[src/rtl/fir_result_sink.sv]
// Receive end of the FIR output stream: round-half-up requantize, saturate, buffer in a FWFT FIFO.
// Optional peak tracker enabled by defining FIR_SINK_PEAK_EN.
module fir_result_sink #(
  parameter int IN_W  = 19,
  parameter int OUT_W = 8,
  parameter int SHIFT = 4,
  parameter int DEPTH = 4
) (
  input  logic                     clock,
  input  logic                     reset,
  input  logic                     valid_in,
  input  logic [IN_W-1:0]          y_in,
  output logic [OUT_W-1:0]         data_out,
  output logic                     valid_out,
  input  logic                     ready_in,
  output logic [$clog2(DEPTH):0]   count,
  output logic                     sat,
  output logic                     overflow,
`ifdef FIR_SINK_PEAK_EN
  output logic [OUT_W-1:0]         peak,
  input  logic                     peak_clr,
`endif
  output logic [7:0]               drop_count
);

  localparam int AW = $clog2(DEPTH);
  localparam int CW = AW + 1;
  localparam logic [IN_W:0]  ONE_W    = {{IN_W{1'b0}}, 1'b1};
  localparam logic [IN_W:0]  RND      = ONE_W << (SHIFT - 1);
  localparam logic [IN_W:0]  QMAX     = {{(IN_W + 1 - OUT_W){1'b0}}, {OUT_W{1'b1}}};
  localparam logic [CW-1:0]  FULL_CNT = CW'(DEPTH);

  typedef enum logic [1:0] {
    ST_EMPTY   = 2'd0,
    ST_PARTIAL = 2'd1,
    ST_FULL    = 2'd2
  } state_t;

  state_t             r_state, w_state_nxt;
  logic [CW-1:0]      r_count, w_count_nxt;
  logic [AW-1:0]      r_wr_ptr, r_rd_ptr, w_rd_inc;
  logic [OUT_W:0]     r_mem [DEPTH];
  logic [OUT_W:0]     r_head, w_head_nxt;
  logic               r_overflow;
  logic [7:0]         r_drop_cnt;

  logic [IN_W:0]      w_sum, w_shr;
  logic               w_s;
  logic [OUT_W-1:0]   w_q;
  logic [OUT_W:0]     w_entry;
  logic               w_pop, w_push, w_drop, w_full;

  // Extra MSB keeps the rounding add from wrapping at full-scale input.
  assign w_sum   = {1'b0, y_in} + RND;
  assign w_shr   = w_sum >> SHIFT;
  assign w_s     = (w_shr > QMAX);
  assign w_q     = w_s ? {OUT_W{1'b1}} : w_shr[OUT_W-1:0];
  assign w_entry = {w_s, w_q};

  assign w_full   = (r_state == ST_FULL);
  assign w_pop    = (r_state != ST_EMPTY) && ready_in;
  assign w_push   = valid_in && (!w_full || w_pop);
  assign w_drop   = valid_in && w_full && !w_pop;
  assign w_rd_inc = r_rd_ptr + AW'(1);

  always_comb begin
    w_count_nxt = r_count;
    w_state_nxt = r_state;
    w_head_nxt  = r_head;
    case ({w_push, w_pop})
      2'b10:   w_count_nxt = r_count + CW'(1);
      2'b01:   w_count_nxt = r_count - CW'(1);
      default: w_count_nxt = r_count;
    endcase
    if (w_count_nxt == {CW{1'b0}}) begin
      w_state_nxt = ST_EMPTY;
    end else if (w_count_nxt == FULL_CNT) begin
      w_state_nxt = ST_FULL;
    end else begin
      w_state_nxt = ST_PARTIAL;
    end
    // The head register is refilled directly from the input when the FIFO would otherwise run dry.
    if (w_push && ((r_count == {CW{1'b0}}) || (w_pop && (r_count == CW'(1))))) begin
      w_head_nxt = w_entry;
    end else if (w_pop && (r_count > CW'(1))) begin
      w_head_nxt = r_mem[w_rd_inc];
    end else begin
      w_head_nxt = r_head;
    end
  end

  always_ff @(posedge clock) begin
    if (w_push) begin
      r_mem[r_wr_ptr] <= w_entry;
    end
  end

  always_ff @(posedge clock or posedge reset) begin
    if (reset) begin
      r_state    <= ST_EMPTY;
      r_count    <= {CW{1'b0}};
      r_wr_ptr   <= {AW{1'b0}};
      r_rd_ptr   <= {AW{1'b0}};
      r_head     <= {(OUT_W + 1){1'b0}};
      r_overflow <= 1'b0;
      r_drop_cnt <= 8'd0;
    end else begin
      r_state    <= w_state_nxt;
      r_count    <= w_count_nxt;
      r_head     <= w_head_nxt;
      r_overflow <= w_drop;
      if (w_push) begin
        r_wr_ptr <= r_wr_ptr + AW'(1);
      end
      if (w_pop) begin
        r_rd_ptr <= w_rd_inc;
      end
      if (w_drop && (r_drop_cnt != 8'hFF)) begin
        r_drop_cnt <= r_drop_cnt + 8'd1;
      end
    end
  end

`ifdef FIR_SINK_PEAK_EN
  logic [OUT_W-1:0] r_peak;

  always_ff @(posedge clock or posedge reset) begin
    if (reset) begin
      r_peak <= {OUT_W{1'b0}};
    end else if (peak_clr) begin
      r_peak <= w_push ? w_q : {OUT_W{1'b0}};
    end else if (w_push && (w_q > r_peak)) begin
      r_peak <= w_q;
    end
  end

  assign peak = r_peak;
`endif

  assign valid_out  = (r_state != ST_EMPTY);
  assign data_out   = r_head[OUT_W-1:0];
  assign sat        = r_head[OUT_W];
  assign count      = r_count;
  assign overflow   = r_overflow;
  assign drop_count = r_drop_cnt;

endmodule

[config.mk]
export PLATFORM = sky130hd
export DESIGN_NAME = fir_result_sink
export DESIGN_NICKNAME = d
export VERILOG_FILES = /design/src/rtl/fir_result_sink.sv
export SDC_FILE = /design/constraint.sdc
export NUM_CORES = 1
export LEC_CHECK = 0
export CORE_ASPECT_RATIO = 1.5
export CORE_MARGIN = 2
export CORE_UTILIZATION = 56
export DETAILED_ROUTE_END_ITERATION = 6
export DONT_BUFFER_PORTS = 1
export PLACE_DENSITY = 0.7
export SYNTH_ARGS = -nofsm -noshare
export SYNTH_HDL_FRONTEND = slang
export SYNTH_SLANG_ARGS = --single-unit
export TNS_END_PERCENT = 5
[constraint.sdc]
create_clock -name clock -period 1.9 [get_ports clock]
set_input_delay 0.38 -clock clock [delete_from_list [all_inputs] [get_ports clock]]
set_output_delay 0.38 -clock clock [all_outputs]
set_load 0.005 [all_outputs]
==> results of run 1 <==
## routing by layer
metal | up-vias | GRT usage [%]
met4 | 0 | 7.25
met5 | - | 0
met3 | 7 | 5.66
met1 | 933 | 23.2
li1 | 855 | -
met2 | 37 | 40.6
## area by class of cell
cell class | instances | share of cell area [%]
tap | 68 | 2.52
multi-input combinational | 141 | 34.3
inverter | 11 | 1.22
clock inverter | 3 | 1.18
clock buffer | 13 | 5.03
sequential | 63 | 51.9
timing repair buffer | 17 | 3.85
## flip-flops by register name, summed over array words and instances, names as in the netlist
name and count:
count 3, r_wr_ptr 2, overflow 1, r_rd_ptr 2, drop_count 8, r_head 9
r_state 2, r_mem 36
## worst max-delay path: stages, from the launching register on
cell	delay [ps]
dfrtp_1	390
or3b_4	390
nand2_2	80
inv_2	50
ha_4	270
or2_4	110
mux2i_1	70
a221o_1	340
nor2b_1	140
## how the worst max path moves through the flow
| stage | slack (ps) | cells after the start | to | startpoint |
|---|---|---|---|---|
| after floorplan | -30 | 8 | r_state[1] | r_state[0] |
| after global placement | 5 | 8 | r_state[1] | ready_in |
| after detailed placement | -30 | 8 | r_state[1] | r_state[0] |
| after CTS | -30 | 8 | r_state[1] | r_state[0] |
| after global routing | -130 | 9 | r_state[1] | r_state[0] |
| final | -30 | 8 | r_state[1] | r_state[0] |
## stage by stage
| stage | TNS (ps) | std cells |
|---|---|---|
| floorplan | -31.7 | 220 |
| global placement | 0 | 298 |
| detailed placement | -29.8 | 298 |
| CTS | -33.9 | 316 |
| global route | -177 | 316 |
| finish | -34.4 | 316 |
## cell usage after synthesis, types with 2 or more instances
master,instances
buf_2,2
ha_1,12
dfrtp_1,27
nor3_1,2
mux4_2,9
nor2_1,7
o21ai_0,2
or2_2,2
inv_1,10
edfxtp_1,36
nand4_1,5
xnor2_1,15
nand3_1,4
nand2_1,34
nand4_2,2
and3_1,14
mux2i_1,3
a31oi_1,7
## timing repair
| item | CTS | global route |
|---|---|---|
| pin swaps | 0 | 1 |
| setup endpoints to repair | 1 | 2 |
| gates resized for setup | 0 | 3 |
| endpoints found under the hold margin | 14 | 0 |
| cloned | 0 | 0 |
| hold buffers | 1 | 0 |
| setup buffers | 1 | 0 |
## power by group through the flow
stage	registers [mW]	logic (mW)	clock network (mW)
finish	1.90	1.19	1.20
global route	1.93	1.33	1.27
CTS	1.90	1.20	1.22
detailed placement	1.93	1.17	0
global placement	1.92	1.10	0
floorplan	1.84	0.863	0
## logic make-up after synthesis
logic type	after synthesis	share of synthesized area [%]
xor+xnor	16	4.73
buf+inv	16	2.49
compound gates	20	5.03
mux	14	9.00
flops	63	59.3
fa+ha+maj	12	5.07
simple gates	79	14.4
==> out/qor.yml, run 1 <==
floorplanning:
  start_util_pct: 57.8
  core-area_mm2: 0.00512
  ios: 45
  num_rows: 32
  die_w_um: 63.4
  die-height_um: 93.1
  die_area_mm2: 0.00590
power_and_ir_drop:
  p_leak_nw: 1.26
  swShare_pct: 30.9
  irDropWorstVdd_v: 0.000937
  clock_power_share_pct: 28.0
  p_int_mw: 2.97
  comb_power_share_pct: 27.8
  p_per_area_mw_per_mm2: 1270
  power_mw: 4.29
  p_sw_mw: 1.33
  seqPwrFrac_pct: 44.2
cts:
  cts_root_buf: "clkbuf_8"
  cts_made_buffers: 9
  cts_sinks: 63
  path_clk_slew_ps: 60
  cts_tree: "done"
  clkLatencyLatePin_ps: 330
  clk_path_buf_depth: 2
  h-tree-depth: 3
timing:
  relSlewSlack_pct: 63.7
  period_share_pct: 102
  worst_slew_pin_slew_ps: 545
  slew_violations: 0
  whs_ps: 214
  rsz0062_at_grt: "true"
  fin_crit_ps: 1930
  worst_slack_ps: -34.4
  timing.fmax_mhz: 517
  setup_viol: 1
  hold_violations: 0
  finClkSkew_ps: 7.26
worst_hold_path:
  hp-start: "ready_in"
  min_path_cells: 2
  hp-class: "input port to flip-flop"
  holdPathEnd: "r_rd_ptr[0]"
synthesis:
  yosysSeqAreaShare_pct: 59.3
  synth_area_mm2: 0.00296
  yosysTopAreaCell: "edfxtp_1"
  synthArstFlopShare_pct: 42.9
  ys_types: 45
  synth_warnings: 0
  synth_top_flop_cell: "edfxtp_1"
  netlist_top_cells_area: "edfxtp_1 (37%), dfrtp_1 (23%), mux4_2 (6.8%)"
  synth_edf_count: 36
  syn_inst: 220
  syn_area_per_cell_um2: 13.5
  synth_nets: 255
  synth-seq-cells: 63
  yosysTopAreaCellShare_pct: 36.5
finish:
  fill_cells: 417
  syn2layout_area_growth_pct: 14.2
  final_cell_mix: "edfxtp_1 (36), nand2_1 (32), dfrtp_1 (27), buf_4 (16), xnor2_1 (15)"
  final_util_pct: 66.0
  multi_input_area_mm2: 0.00116
  diodes: 0
  final_common_cell: "edfxtp_1"
  post_route_cells_drive_above_1_share_pct: 22.6
  fin_nets: 278
  ff_latch_area_mm2: 0.00176
  final_area_mm2: 0.00338
outcome:
  violations: "negative setup slack"
  status: "finished with violations"
setup_path:
  endpoint_kind: "flip-flop"
  cp-start-kind: "flip-flop"
  arrival_ps: 2160
  reg2regPathDepth: 8
  crit_type: "flip-flop to flip-flop"
  reg2reg_to: "r_state[1]"
  required_ps: 2120
  rrSetupSlack_ps: -30
  worstPathMaxFanout: 4
  r2r_start: "r_state[0]"
drt:
  drtAntennaViolNets: 0
  via_per_inst: 5.80
  drt-total-wl_um: 5880
  met1Wirelength_um: 2180
  top_layer_used: "met4"
  route.detailed.drc: 0
  vias: 1832
  drt_iter0_markers: 148
  dr_wl_met2_um: 3390
  firstDrtPassIters: 4
  wl_met3_um: 245
  wl_per_cell_um: 18.6
global_route:
  grt_max_degree: 28
  first_global_vias: 1979
  track_usage_pct: 21.6
  grt_overflow_total: 0
  antenna_found_initial: 0
  grt_pass1_wl_um: 9470
placed_design:
  dpl.hpwl_um: 4270
  gp_congestion: 0.808
  dpl-instance-area_mm2: 0.00315
  io_buffers: 0
  dp_slack_ps: -29.8
job:
  cap_viol_max_count: 0
No activity file was read; power rests on OpenSTA's default activity.
==> inputs of run 2 (changes only) <==
CORE_UTILIZATION = 59   (was 56)
CTS_BUF_LIST = sky130_fd_sc_hd__clkbuf_8   (was unset)
PLACE_DENSITY = 0.74   (was 0.7)
==> out/qor.yml, run 2 (synthesized netlist as in run 1, its figures left out) <==
timing:
  worst_slew_pin_slew_ps: 663  # +119 ps
  finClkSkew_ps: 9.00  # +1.74 ps
  worst_slack_ps: -75.5  # -41.1 ps
  period_share_pct: 104  # +2.2 points
  fin_crit_ps: 1980  # +41.1 ps
  timing.fmax_mhz: 506  # -2.1%
  hold_violations: 0  # unchanged
  relSlewSlack_pct: 55.7  # -7.9 points
  fin_setup_tns_ps: -75.5  # -41.1 ps
  rsz0062_at_grt: "true"
  slew_violations: 0  # unchanged
  setup_viol: 1  # unchanged
drt:
  route.detailed.drc: 0  # unchanged
  wl_per_cell_um: 18.3  # -1.5%
  firstDrtPassIters: 4  # unchanged
  drtAntennaViolNets: 0  # unchanged
  drt-total-wl_um: 5720  # -2.7%
  drt_iter0_markers: 99  # -33%
  via_per_inst: 5.94  # +2.5%
  vias: 1854  # +1.2%
finish:
  largest_reg_flops: 36  # unchanged
  diodes: 0  # unchanged
  largest-register: "r_mem"
  final_area_mm2: 0.00337  # -0.22%
  post_route_cells_drive_above_1_share_pct: 21.5  # -1.0 points
  syn2layout_area_growth_pct: 13.9
  final_common_cell: "edfxtp_1"
  fin_nets: 276  # -0.72%
  final_util_pct: 69.6  # +3.6 points
  final_cell_mix: "edfxtp_1 (36), nand2_1 (33), dfrtp_1 (27), xnor2_1 (15)"
placed_design:
  dpl-instance-area_mm2: 0.00314  # -0.32%
  gp_congestion: 0.851  # +5.4%
  io_buffers: 0  # unchanged
  dpl.hpwl_um: 4200  # -1.5%
  dp_slack_ps: -40.1  # -10.3 ps
floorplanning:
  die_area_mm2: 0.00561  # -4.8%
  die_w_um: 61.9  # -2.4%
  num_rows: 31  # -3.1%
  start_util_pct: 61.1  # +3.3 points
  core-area_mm2: 0.00485  # -5.4%
  die-height_um: 90.8  # -2.5%
  ios: 45  # unchanged
setup_path:
  path_cells: "or3b_4 -> nand2_2 -> inv_2 -> ha_4 -> or2_4 -> mux2i_1 -> a221o_1 -> nor2b_1"
  path_delay_family: "simple AND/OR/NAND/NOR gates"
  crit_type: "flip-flop to flip-flop"
  required_ps: 2130  # about the same
  worstPathMaxFanout: 4  # unchanged
  endpoint_kind: "flip-flop"
  critPathBufInv: 1  # unchanged
  cp-start-kind: "flip-flop"
  crit_slowest_cell: "dfrtp_1"
  slowest_delay_ps: 400  # about the same
  arrival_ps: 2200  # +40 ps
cts:
  clk_path_buf_depth: 2  # unchanged
  cts_tree: "done"
  h-tree-depth: 3  # unchanged
  path_clk_slew_ps: 60  # about the same
  clkLatencyLatePin_ps: 340  # about the same
  cts_root_buf: "clkbuf_8"
  cts_made_buffers: 9  # unchanged
  cts_sinks: 63  # unchanged
power_and_ir_drop:
  power_mw: 4.33  # +0.84%
  p_per_area_mw_per_mm2: 1280  # +1.1%
  p_leak_nw: 1.25  # -0.46%
  irDropWorstVdd_v: 0.000846  # -9.8%
worst_hold_path:
  hp-class: "input port to flip-flop"
outcome:
  violations: "negative setup slack"
  status: "finished with violations"
global_route:
  first_global_vias: 1954  # -1.3%
  grt_pass1_wl_um: 9250  # -2.3%
  grt_max_degree: 28  # unchanged
  track_usage_pct: 23.4  # +1.7 points
  antenna_found_initial: 0  # unchanged
  grt_overflow_total: 0  # unchanged
job:
  cap_viol_max_count: 0  # unchanged
## run 2: cell count changes in the layout (fill, tap and decap cells not counted), moves of 2 or more
cell      previous run  this run
buf_4               16        14
clkbuf_1             2         0
clkinv_2             2         0
clkinv_1             0         2
## run 2: worst paths after layout
kind | from | depth (start not counted) | slack, ps | to
worst min-delay path | y_in[5] | 2 | 280 | r_head[1]
min in group asynchronous | reset | 3 | 560 | r_head[7]
worst max register to register | r_state[0] | 8 | -80 | r_state[1]
worst max-delay path | r_state[0] | 8 | -80 | r_state[1]
max in group asynchronous | reset | 3 | 1070 | r_rd_ptr[1]
worst min register to register | drop_count[7] | 1 | 540 | drop_count[7]
## run 2: timing repair
item | in CTS | in global routing
gates cloned | 0 | 0
setup endpoints to repair | 1 | 11
hold buffers | 1 | 0
resized for setup | 0 | 2
hold endpoints to repair | 27 | 0
setup buffers | 0 | 0
## run 2: metal layers
metal	wire (um)	GRT usage, %
met1	2110	26.1
met2	3240	38.9
met3	242	6.88
met4	137	11.2
met5	0	0
## run 2: worst reg2reg max path, stage by stage (launching register included)
cell,delay [ps]
dfrtp_1,400
or3b_4,390
nand2_2,80
inv_2,50
ha_4,270
or2_4,120
mux2i_1,80
a221o_1,340
nor2b_1,140
## run 2: power breakdown
part,switching (mW),internal [mW],total (mW)
sequential,0.202,1.67,1.88
clock,0.486,0.797,1.28
combinational,0.615,0.557,1.17
total,1.30,3.03,4.33
## run 2: area by class of cell
class                   instances  area, um2
clock inverters                 5       71.3
inverters                      11       41.3
repair buffers                 15        115
multi-input cells             141       1160
flip-flops and latches         63       1760
well taps                      66       82.6
fillers                       349       1470
clock buffers                  11        151
## run 2: through the flow
stage          hold WS, ps  cells
2_1_floorplan          433    220
3_3_place_gp           343    295
3_5_place_dp           356    295
4_1_cts                264    312
5_1_grt                294    312
6_report               277    312
==> inputs of run 3 (changes only) <==
CORE_UTILIZATION = 60   (was 59)
PLACE_DENSITY = 0.72   (was 0.74)
clock period = 2 ns   (was 1.9 ns; I/O delays follow)
==> out/qor.yml, run 3 (synthesized netlist as in run 1, its figures left out) <==
outcome:
  status: "finished with violations"
  violations: "negative setup slack"
floorplanning:
  ios: 45  # unchanged
  die_w_um: 61.4  # -0.78%
  start_util_pct: 61.6  # +0.49 points
  die-height_um: 90.0  # -0.80%
  num_rows: 31  # unchanged
  core-area_mm2: 0.00481  # -0.80%
  die_area_mm2: 0.00553  # -1.6%
cts:
  path_clk_slew_ps: 70  # about the same
  h-tree-depth: 3  # unchanged
  cts_tree: "done"
  clk_path_buf_depth: 2  # unchanged
  cts_hold_buf: 0  # -1
  cts_root_buf: "clkbuf_8"
  clkLatencyLatePin_ps: 330  # about the same
  cts_sinks: 63  # unchanged
  cts_made_buffers: 9  # unchanged
drt:
  wl_per_cell_um: 19.4  # +5.5%
  via_per_inst: 6.02  # +1.3%
  drtAntennaViolNets: 0  # unchanged
  route.detailed.drc: 0  # unchanged
  vias: 1885  # +1.7%
  drt_iter0_markers: 132  # +33%
  drt-total-wl_um: 6060  # +5.9%
  firstDrtPassIters: 5  # +1
global_route:
  grt_max_degree: 28  # unchanged
  grt_use_met1_pct: 26.8  # +0.67 points
  track_usage_pct: 24.6  # +1.3 points
  grtUsageMet2_pct: 41.3  # +2.5 points
  antenna_found_initial: 0  # unchanged
  grt.met3_usage_pct: 8.92  # +2.0 points
  first_global_vias: 2028  # +3.8%
  grt_pass1_wl_um: 9690  # +4.8%
  grt_busiest_layer: "met2"
  grt_overflow_total: 0  # unchanged
timing:
  worst_slack_ps: -16.1  # +59.4 ps
  rsz0062_at_grt: "true"
  setup_viol: 1  # unchanged
  fin_crit_ps: 2020  # +40.6 ps
  relSlewSlack_pct: 63.2  # +7.5 points
  slew_violations: 0  # unchanged
  fin_setup_tns_ps: -16.1  # +59.4 ps
  finClkSkew_ps: 4.62  # -4.38 ps
  worst_slew_pin_slew_ps: 552  # -111 ps
  whs_ps: 19.2  # -258 ps
  hold_violations: 0  # unchanged
  timing.fmax_mhz: 496  # -2.0%
  period_share_pct: 101  # -3.2 points
power_and_ir_drop:
  irDropWorstVdd_v: 0.00101  # +19%
  power_mw: 4.27  # -1.3%
  p_leak_nw: 1.26  # +0.75%
  p_per_area_mw_per_mm2: 1250  # -2.4%
placed_design:
  gp_congestion: 0.821  # -3.6%
  dp_slack_ps: -24.1  # +16.0 ps
  io_buffers: 0  # unchanged
  dpl-instance-area_mm2: 0.00313  # about the same
  dpl.hpwl_um: 4280  # +1.9%
  dp_cells: 295  # unchanged
setup_path:
  endpoint_kind: "flip-flop"
  crit_slowest_cell: "or3b_4"
  required_ps: 2220  # +90 ps
  path_delay_family: "simple AND/OR/NAND/NOR gates"
  cp-start-kind: "flip-flop"
  reg2regPathDepth: 8  # unchanged
  cp.depth: 8  # unchanged
  arrival_ps: 2240  # +40 ps
  critPathBufInv: 1  # unchanged
  slowest_delay_ps: 430  # +30 ps
  worstPathMaxFanout: 3  # -1
  path_cells: "or3b_4 -> nand2_4 -> inv_4 -> ha_4 -> or2_4 -> mux2i_1 -> a221o_1 -> nor2b_1"
  crit_type: "flip-flop to flip-flop"
finish:
  final_common_cell: "edfxtp_1"
  final_area_mm2: 0.00341  # +1.1%
  fin_nets: 277  # +0.36%
  largest_reg_flops: 36  # unchanged
  largest-register: "r_mem"
  fill_cells: 342  # -2.0%
  finalNonFillerCells: 313  # +0.32%
  syn2layout_area_growth_pct: 15.2
  diodes: 0  # unchanged
  post_route_cells_drive_above_1_share_pct: 23.9  # +2.3 points
  final_util_pct: 70.9  # +1.3 points
  final_cell_mix: "edfxtp_1 (36), nand2_1 (32), dfrtp_1 (27), buf_4 (16), xnor2_1 (15)"
worst_hold_path:
  hp-class: "input port to async pin"
job:
  cap_viol_max_count: 0  # unchanged
-- run 3: cell types whose count changed in the layout (fill, tap and decap cells not counted), sizes merged --
cell and change:
buf +2, inv -1, clkinvlp +1, dlygate4sd3 -1, clkbuf -1, bufinv +1
-- run 3: report_power, final --
group	internal [mW]	leakage (nW)	total (mW)	switching [mW]
clock	0.857	0.122	1.33	0.474
combinational	0.537	0.595	1.14	0.599
sequential	1.59	0.543	1.81	0.216
-- run 3: worst paths after layout --
| path | from | to | slack, ps |
|---|---|---|---|
| setup / recovery | r_state[0] | r_state[1] | -20 |
| min in group clock | ready_in | r_rd_ptr[0] | 290 |
| hold reg to reg | drop_count[5] | drop_count[5] | 540 |
| setup reg to reg | r_state[0] | r_state[1] | -20 |
| max in group asynchronous | reset | r_rd_ptr[1] | 1710 |
| hold / removal | reset | overflow | 20 |
-- run 3: metal layers --
metal	share of wire [%]	wire, um
met1	35	2140
met5	0	0
met4	2.4	144
met2	55	3350
met3	7.0	424
-- run 3: timing repair --
item | CTS | global route
gates cloned | 0 | 0
setup endpoints to repair | 1 | 1
buffers inserted | 2 | 0
pin swaps | 3 | 2
resized for setup | 1 | 5
-- run 3: cell type report --
cell class                      count  area [um2]  share of cell area [%]
Inverter                           11        43.8                    1.28
Sequential cell                    63        1760                    51.5
Clock inverter                      6         108                    3.15
Timing Repair Buffer               16         120                    3.52
Tap cell                           66        82.6                    2.42
Clock buffer                       10         138                    4.04
Multi-Input combinational cell    141        1160                    34.1
